File: config.mk
export PLATFORM = sky130hd
export DESIGN_NAME = pingpong_bank_sched
export DESIGN_NICKNAME = d
export VERILOG_FILES = /design/src/rtl/pingpong_bank_sched_pkg.sv /design/src/rtl/pingpong_bank_sched_slot.sv /design/src/rtl/pingpong_bank_sched.sv
export SDC_FILE = /design/constraint.sdc
export NUM_CORES = 1
export LEC_CHECK = 0
export CORE_MARGIN = 10
export CORE_UTILIZATION = 38
export CTS_CLUSTER_DIAMETER = 100
export DETAILED_ROUTE_END_ITERATION = 10
export PLACE_DENSITY_LB_ADDON = 0.2
export SLEW_MARGIN = 20
export SYNTH_ARGS = -nofsm -noshare
export SYNTH_HDL_FRONTEND = slang
export SYNTH_SLANG_ARGS = --single-unit
File: constraint.sdc
create_clock -name clk -period 4.15 [get_ports clk]
set_input_delay 0.415 -clock clk [delete_from_list [all_inputs] [get_ports clk]]
set_output_delay 0.415 -clock clk [all_outputs]
set_load 0.03 [all_outputs]
File: src/rtl/pingpong_bank_sched_pkg.sv
// Shared encodings for the ping-pong bank scheduler: per-bank state and
// the producer/consumer FSM states.
package pingpong_bank_sched_pkg;

    typedef enum logic [1:0] {
        EMPTY    = 2'b00,
        FILLING  = 2'b01,
        FULL     = 2'b10,
        DRAINING = 2'b11
    } bank_state_t;

    typedef enum logic {
        P_IDLE = 1'b0,
        P_FILL = 1'b1
    } prod_state_t;

    typedef enum logic [1:0] {
        C_IDLE     = 2'b00,
        C_WAIT_ACK = 2'b01,
        C_BUSY     = 2'b10
    } cons_state_t;

    // FULL and DRAINING both hold a complete frame; the encoding puts that in bit 1.
    function automatic logic bank_holds_frame(input bank_state_t s);
        return s[1];
    endfunction

endpackage

File: src/rtl/pingpong_bank_sched_slot.sv
// One feature-map bank's lifecycle register, advanced by one-hot strobes
// from the producer and consumer FSMs of the scheduler.
module pp_bank_slot
    import pingpong_bank_sched_pkg::*;
(
    input  logic        clk,
    input  logic        reset,
    input  logic        set_fill,
    input  logic        set_full,
    input  logic        set_drain,
    input  logic        set_empty,
    output bank_state_t state
);

    // The FSMs never strobe the same bank twice in one cycle; priority is only a tie-break.
    always_ff @(posedge clk or negedge reset) begin
        if (!reset) begin
            state <= EMPTY;
        end else if (set_fill) begin
            state <= FILLING;
        end else if (set_full) begin
            state <= FULL;
        end else if (set_drain) begin
            state <= DRAINING;
        end else if (set_empty) begin
            state <= EMPTY;
        end
    end

endmodule

File: src/rtl/pingpong_bank_sched.sv
// Ping-pong bank scheduler between a producer layer and its consumer layer:
// grants banks to the producer, launches the consumer on full banks, recycles drained banks.
module pingpong_bank_sched
    import pingpong_bank_sched_pkg::*;
#(
    parameter int ACK_TIMEOUT = 16,
    parameter int CNT_W       = 16
) (
    input  logic             clk,
    input  logic             reset,
    input  logic             prod_req,
    input  logic             prod_frame_done,
    output logic             prod_start,
    output logic             wr_bank_sel,
    input  logic             cons_end,
    output logic             cons_start,
    output logic             rd_bank_sel,
    output logic [1:0]       bank_full,
    output logic [CNT_W-1:0] frames_done,
    output logic             err,
    output logic             dbg_prod_state,
    output logic [1:0]       dbg_cons_state
);

    localparam int TO_W = $clog2(ACK_TIMEOUT + 1);

    prod_state_t     p_state, p_next;
    cons_state_t     c_state, c_next;
    bank_state_t     slot_state [2];
    logic [TO_W-1:0] ack_cnt;
    logic            p_grant, p_done, p_spurious;
    logic            c_launch, c_timeout, c_release;
    logic [1:0]      set_fill, set_full, set_drain, set_empty;

    always_ff @(posedge clk or negedge reset) begin
        if (!reset) begin
            p_state <= P_IDLE;
            c_state <= C_IDLE;
        end else begin
            p_state <= p_next;
            c_state <= c_next;
        end
    end

    always_comb begin
        p_next = p_state;
        unique case (p_state)
            P_IDLE:  if (p_grant)         p_next = P_FILL;
            P_FILL:  if (prod_frame_done) p_next = P_IDLE;
            default:                      p_next = P_IDLE;
        endcase
        c_next = c_state;
        unique case (c_state)
            C_IDLE:     if (c_launch)              c_next = C_WAIT_ACK;
            C_WAIT_ACK: if (!cons_end || c_timeout) c_next = C_BUSY;
            C_BUSY:     if (cons_end)              c_next = C_IDLE;
            default:                               c_next = C_IDLE;
        endcase
    end

    // Handshake: prod_start/cons_start are single-cycle registered pulses; the
    // producer acknowledges with a prod_frame_done pulse, the consumer by
    // dropping cons_end and later raising it when it has finished the bank.
    always_comb begin
        p_spurious = (p_state == P_IDLE) && prod_frame_done;
        p_grant    = (p_state == P_IDLE) && !prod_frame_done && prod_req &&
                     (slot_state[wr_bank_sel] == EMPTY);
        p_done     = (p_state == P_FILL) && prod_frame_done;
        c_launch   = (c_state == C_IDLE) && cons_end && (slot_state[rd_bank_sel] == FULL);
        c_timeout  = (c_state == C_WAIT_ACK) && cons_end &&
                     (ack_cnt == TO_W'(ACK_TIMEOUT - 1));
        c_release  = (c_state == C_BUSY) && cons_end;
        set_fill   = {p_grant   &  wr_bank_sel, p_grant   & ~wr_bank_sel};
        set_full   = {p_done    &  wr_bank_sel, p_done    & ~wr_bank_sel};
        set_drain  = {c_launch  &  rd_bank_sel, c_launch  & ~rd_bank_sel};
        set_empty  = {c_release &  rd_bank_sel, c_release & ~rd_bank_sel};
    end

    for (genvar i = 0; i < 2; i++) begin : g_slot
        pp_bank_slot u_slot (
            .clk       (clk),
            .reset     (reset),
            .set_fill  (set_fill[i]),
            .set_full  (set_full[i]),
            .set_drain (set_drain[i]),
            .set_empty (set_empty[i]),
            .state     (slot_state[i])
        );
        assign bank_full[i] = bank_holds_frame(slot_state[i]);
    end

    // Counts cycles the consumer has kept cons_end high since its start pulse.
    always_ff @(posedge clk or negedge reset) begin
        if (!reset) begin
            ack_cnt <= '0;
        end else if (c_launch) begin
            ack_cnt <= '0;
        end else if (c_state == C_WAIT_ACK && cons_end) begin
            ack_cnt <= ack_cnt + TO_W'(1);
        end
    end

    always_ff @(posedge clk or negedge reset) begin
        if (!reset) begin
            prod_start  <= 1'b0;
            cons_start  <= 1'b0;
            wr_bank_sel <= 1'b0;
            rd_bank_sel <= 1'b0;
            frames_done <= '0;
            err         <= 1'b0;
        end else begin
            prod_start <= p_grant;
            cons_start <= c_launch;
            if (p_done) begin
                wr_bank_sel <= ~wr_bank_sel;
            end
            if (c_release) begin
                rd_bank_sel <= ~rd_bank_sel;
                frames_done <= frames_done + CNT_W'(1);
            end
            if (p_spurious || c_timeout) begin
                err <= 1'b1;
            end
        end
    end

    assign dbg_prod_state = p_state;
    assign dbg_cons_state = c_state;

endmodule

==> results of run 1 <==
-- placed cells by master (no fill, tap or decap), types with 4 or more instances in the layout --
cell | Yosys | layout
xnor2_1 | 13 | 13
dfrtp_1 | 33 | 33
clkbuf_8 | 0 | 5
inv_1 | 7 | 7
and3_1 | 4 | 4
nor2_1 | 6 | 6
o21ai_0 | 9 | 9
nand2_1 | 14 | 14
nand3_1 | 9 | 9
clkdlybuf4s50_1 | 0 | 30
xor2_1 | 4 | 4
-- logic make-up (layout without fill, tap and decap cells) --
kind of cell	Yosys count	after routing	synth area share (%)
simple gates	48	48	19.7
fa+ha+maj	3	3	2.46
flops	33	33	54.2
buf+inv	12	46	3.45
xor+xnor	17	17	9.77
compound gates	22	22	9.69
mux	1	1	0.739
-- layer usage --
layer	part of all wire, %	GRT usage, %
met1	43	11.0
met2	49	15.6
met3	6.4	3.61
met4	2.0	5.54
met5	0	0
-- per-stage QoR --
| step | utilization, % | hold WS (ns) | setup WS [ns] | std cells |
|---|---|---|---|---|
| global placement | 49.5 | 0.464 | 2.19 | 210 |
| global route | 51.7 | 0.505 | 1.98 | 218 |
| finish | 51.7 | 0.473 | 2.08 | 218 |
| floorplan | - | 0.119 | 2.55 | 136 |
| CTS | 51.7 | 0.483 | 2.07 | 218 |
| detailed placement | 49.5 | 0.469 | 2.13 | 210 |
-- sequential cells by signal, indices dropped and copies added (netlist names) --
name / count
frames_done: 16
ack_cnt: 5
g_slot.u_slot.state: 4
dbg_cons_state: 2
cons_start: 1
dbg_prod_state: 1
err: 1
prod_start: 1
rd_bank_sel: 1
wr_bank_sel: 1
-- worst min path at each step --
stage                     cells after the start                        start                     endpoint
after CTS                                     1  frames_done[15]$_DFFE_PN0N_  frames_done[15]$_DFFE_PN0N_
after global routing                          1  frames_done[15]$_DFFE_PN0N_  frames_done[15]$_DFFE_PN0N_
final                                         1  frames_done[15]$_DFFE_PN0N_  frames_done[15]$_DFFE_PN0N_
after detailed placement                      2              err$_DFFE_PN0P_              err$_DFFE_PN0P_
after floorplan                               0                        reset       ack_cnt[0]$_DFFE_PN0P_
after global placement                        2              err$_DFFE_PN0P_              err$_DFFE_PN0P_
-- power breakdown --
| part | leakage [nW] | switching (mW) | internal [mW] |
|---|---|---|---|
| logic | 0.413 | 0.222 | 0.185 |
| registers | 0.431 | 0.113 | 0.395 |
| clock network | 0.0450 | 0.110 | 0.116 |
| total | 0.889 | 0.445 | 0.696 |
-- cell type report --
class	count	area share (%)
clock inverters	2	0.514
inverters	7	1.35
flip-flops and latches	33	42.4
well taps	48	3.08
multi-input cells	91	33.1
clock buffers	6	3.73
repair buffers	31	15.8
==> metrics.md, run 1 <==
| Metric | Value |
|---|---|
| Status | `finished clean` |
| DIE WIDTH | `~83 um` |
| CTS Buf Count | `5` |
| Yosys warns | `0` |
| Worst-Margin Slew | `roughly 0.48 ns` |
| Min cycle time layout | `approximately 2.1 ns` |
| Most instantiated library cell after synthesis | `dfrtp_1` |
| Post-synth top cells | `dfrtp_1, nand2_1, xnor2_1, nand3_1, o21ai_0` |
| Max cap viols | `0` |
| Clock Pin Slew Worst Setup and Hold Paths | `0.06 ns` |
| Total power | `1.14 mW` |
| Critical Path Start | `dbg_cons_state[0]$_DFFE_PN0P_` |
| Leakage | `between 0.8 and 0.9 nW` |
| Port bufs | `30` |
| DR vias | `around 1100` |
| Crit-path slowest cell | `clkdlybuf4s50_1` |
| Antenna viol nets, final | `0` |
| Ys async rst share | `100%` |
| Fillers | `roughly 330` |
| WP buf/inv | `1` |
| Syn_area_per_cell | `roughly 11 um2` |
| Largest cells by area after synthesis | `dfrtp_1, xnor2_1, nand2_1` |
| Critical path start-end classification | `reg -> out` |
| Worst Path Arrival | `approximately 1.7 ns` |
| Final setup fails | `0` |
| Sequential share of the synthesized area | `a little over half` |
| Placer Congestion | `just under 0.8` |
| Vias per cell | `5.10` |
| HP Class | `reg -> reg` |
| Starting density of the core | `between 40% and 50%` |
| Die area | `about 0.0069 mm2` |
| Family with the most delay on the worst path | `buffers and inverters` |
| Register-to-Register Path Depth | `4` |
| Chip height | `83.3 um` |
| Max Freq | `between 400 and 500 MHz` |
| Root Buffer | `clkbuf_8` |
| CP max stage delay | `around 0.76 ns` |
| P&R area growth vs syn | `27.8%` |
| PwrDens | `just under 600 mW/mm2` |
| Clock Path Buffers | `2` |
| Mapped cell area | `0.00152 mm2` |
| Max-slew headroom | `roughly 68%` |
| Design Area, Final | `around 0.002 mm2` |
| Critical path capture point type | `primary output` |
| FF+latch count, synth | `33` |
| DRC | `0` |
| Worst R2R End | `frames_done[10]$_DFFE_PN0N_` |
| Ant. Diodes | `0` |
| Post-synth EDFFs | `0` |
| Slew Viols, Final | `0` |
| Critical path fanouts, max | `14` |
| WP depth | `1` |
| Post-synth top area cell | `dfrtp_1` |
| CTS Sinks | `33` |
| Row cnt | `22` |
| Cells after synthesis | `136` |
| Period Utilization, post-route | `about 50%` |
| Required time of the critical path | `3.73 ns` |
| Layout cells sized above 1 | `10.0%` |
| Cts hold-fix bufs | `0` |
| Multi-input logic area | `between 600 and 700 um2` |
| First-pass iteration count of the detailed router | `4` |
| Vias in the first global route | `about 1200` |
| First-pass GRT wire length | `roughly 5700 um` |
| Max VDD drop | `roughly 0.31 mV` |
| Startpoint types | `register` |
| Initial antenna violation count | `0` |
| Post-DP Area | `between 0.0015 and 0.002 mm2` |
| R2R Setup Slk | `around 2.5 ns` |
| I/O pin cnt | `31` |
| Largest net degree at the start of global routing | `34` |
| Cts repair resizes | `0` |
| Grt ovf | `0` |
| GRT Util Overall | `slightly below 10%` |
| Unrepaired setup endpoints after global routing | `no` |
| Ys flop type | `dfrtp_1` |
| Register Area | `a little over 800 um2` |
| Layout Skew | `0.00295 ns` |
| Reg2reg start | `dbg_cons_state[0]$_DFFE_PN0P_` |
| Routed length per instance | `between 10 and 15 um` |
| DP HPWL | `approximately 2400 um` |
| CTS tree | `yes` |
| Critical Path End | `dbg_cons_state[0]` |
| Fin nets | `between 150 and 200` |
| Clk_lat worst skew | `approximately 0.29 ns` |
| Syn nets | `144` |
| Initial drt markers | `33` |
| Detailed Route WL | `about 3200 um` |
| Synth cell types | `36` |
| Post-CTS Setup Bufs | `0` |
| Final Hold Violating Endpoints | `0` |
| H-tree depth | `2` |
| Setup TNS Final | `0 ns` |
| Synth top area share | `between 50% and 60%` |
| Cell Chain, Critical Path | `clkdlybuf4s50_1` |
| Total core area | `around 0.0038 mm2` |
(Power assumes the default switching activity.)
==> run 2: changes to the inputs <==
- clock period: 4.15 -> 1.9 ns (I/O delays scaled with it)
==> run 2 against run 1 <==
Compared with the run above:
- wire length increased by 0.69%
- sequential cell count unchanged
- sequential share of layout area decreased by 0.43 points
- cell count increased by 1.4%
- largest power group unchanged
==> metrics.md, run 2 (synthesis gave the netlist of run 1 again) <==
| Metric | Value |
|---|---|
| R2R Setup Slk | `0.42 ns (-2.10 ns)` |
| P&R area growth vs syn | `29.1%` |
| Top flop regs | `frames_done: 16 flops, ack_cnt: 5 flops, g_slot.u_slot.state: 4 flops` |
| Clock Path Buffers | `2 (unchanged)` |
| Largest Register | `frames_done` |
| Post-Route M1 WL | `1350 um (-1.3%)` |
| First-pass iteration count of the detailed router | `4 (unchanged)` |
| Clk_lat worst skew | `0.28 ns (about the same)` |
| Max cap viols | `0 (unchanged)` |
| Final setup fails | `0 (unchanged)` |
| Fin nets | `180 (+1.7%)` |
| DIE WIDTH | `83.3 um (unchanged)` |
| Register-to-Register Path Depth | `4 (unchanged)` |
| Critical path fanouts, max | `8 (-6)` |
| DRC | `0 (unchanged)` |
| Startpoint types | `register` |
| Max VDD drop | `0.611 mV (+94%)` |
| Met3 wire length | `213 um (+4.4%)` |
| Largest net degree at the start of global routing | `34 (unchanged)` |
| Max Freq | `about 580 MHz` |
| Total power | `2.50 mW (+120%)` |
| Most common cell after layout, fill and taps aside | `dfrtp_1` |
| Worst Path Arrival | `1.55 ns (-0.11 ns)` |
| Post-CTS Setup Bufs | `0 (unchanged)` |
| Min Hold Slack | `0.324 ns (-0.149 ns)` |
| H-tree depth | `2 (unchanged)` |
| Total core area | `0.00377 mm2 (unchanged)` |
| Reg2reg start | `dbg_cons_state[0]$_DFFE_PN0P_` |
| HP Class | `in -> async` |
| Required time of the critical path | `1.71 ns (-2.02 ns)` |
| Unrepaired setup endpoints after global routing | `no` |
| Layout Skew | `0.00271 ns (-0.000242 ns)` |
| Worst-Margin Slew | `0.471 ns (-0.00973 ns)` |
| DP HPWL | `2450 um (+2.8%)` |
| Cts hold-fix bufs | `0 (unchanged)` |
| Max-slew headroom | `68.4% (+0.65 points)` |
| Cell Chain, Critical Path | `clkdlybuf4s50_1` |
| Vias in the first global route | `1153 (-2.6%)` |
| Grt ovf | `0 (unchanged)` |
| Critical path capture point type | `primary output` |
| Leakage | `0.897 nW (+0.92%)` |
| I/O pin cnt | `31 (unchanged)` |
| Status | `finished clean` |
| Final Hold Violating Endpoints | `0 (unchanged)` |
| DR vias | `1107 (-0.45%)` |
| Vias per cell | `5.01 (-1.8%)` |
| CTS Sinks | `33 (unchanged)` |
| Clock Pin Slew Worst Setup and Hold Paths | `0.06 ns (about the same)` |
| Min cycle time layout | `around 1.7 ns` |
| Placer Congestion | `0.762 (-2.0%)` |
| Ant. Diodes | `0 (unchanged)` |
| Layout cells sized above 1 | `10.4% (+0.40 points)` |
| CTS tree | `yes` |
| Starting density of the core | `40.4% (unchanged)` |
| Initial drt markers | `60 (+82%)` |
| Worst R2R End | `frames_done[11]$_DFFE_PN0N_` |
| GRT Util Overall | `9.70% (-0.089 points)` |
| Detailed Route WL | `3200 um (+0.69%)` |
| Post-Route Utilization | `52.2% (+0.53 points)` |
| Most frequent cells in the layout | `dfrtp_1, clkdlybuf4s50_1, nand2_1` |
| Cts repair resizes | `0 (unchanged)` |
| Slew Viols, Final | `0 (unchanged)` |
| Root Buffer | `clkbuf_8` |
| Initial antenna violation count | `0 (unchanged)` |
| Setup TNS Final | `0 ns (unchanged)` |
| Max FFs per register | `16 (unchanged)` |
| CTS Buf Count | `5 (unchanged)` |
| Chip height | `83.3 um (unchanged)` |
| Die area | `0.00694 mm2 (unchanged)` |
| DR WL met2 | `1600 um (+3.6%)` |
| First-pass GRT wire length | `5630 um (-0.49%)` |
| Antenna viol nets, final | `0 (unchanged)` |
| Critical path start-end classification | `reg -> out` |
| Port bufs | `30 (unchanged)` |
| PwrDens | `1270 mW/mm2 (+120%)` |
| Highest metal used | `met4` |
| Crit-path slowest cell | `clkdlybuf4s50_1` |
| Row cnt | `22 (unchanged)` |
| Period Utilization, post-route | `between 90% and 100%` |
| Family with the most delay on the worst path | `buffers and inverters` |
| Routed length per instance | `14.5 um (-0.67%)` |
| CP max stage delay | `0.74 ns (-0.02 ns)` |
| WP buf/inv | `1 (unchanged)` |
run 2: cell count changes in the layout (fill, tap and decap cells not counted), sizes merged:
cell,previous run,this run
buf,1,4
clkinv,2,0
clkbuf,6,8
run 2: how the worst max path moves through the flow:
stage	start	endpoint	slack, ns	depth (start not counted)
6_report	dbg_cons_state[1]$_DFFE_PN0P_	dbg_cons_state[1]	0.16	1
5_1_grt	dbg_cons_state[1]$_DFFE_PN0P_	dbg_cons_state[1]	0.10	1
4_1_cts	dbg_cons_state[1]$_DFFE_PN0P_	dbg_cons_state[1]	0.14	1
3_5_place_dp	cons_end	frames_done[11]$_DFFE_PN0N_	0.16	5
3_3_place_gp	cons_end	frames_done[11]$_DFFE_PN0N_	0.22	5
2_1_floorplan	frames_done[0]$_DFFE_PN0N_	frames_done[10]$_DFFE_PN0N_	0.30	5
run 2: final cells by class:
cell class	count	area (um2)
Fill cell	336	1800
Sequential cell	33	826
Multi-Input combinational cell	91	646
Timing Repair Buffer	34	330
Clock buffer	8	80.1
Tap cell	48	60.1
Inverter	7	26.3
run 2: layer usage:
metal,vias to the layer above,global-route usage (%)
met3,6,4.00
met1,535,11.2
li1,543,-
met5,-,0
met2,23,15.4
met4,0,4.15
run 2: stage by stage:
stage,instance area (um2),setup slack (ns),cells
2_1_floorplan,1520,0.296,136
3_3_place_gp,1890,0.217,213
3_5_place_dp,1890,0.158,213
4_1_cts,1970,0.139,221
5_1_grt,1970,0.103,221
6_report,1970,0.163,221
run 2: where the power goes:
group | switching (mW) | internal (mW)
Combinational | 0.498 | 0.423
Clock | 0.231 | 0.260
Sequential | 0.229 | 0.863
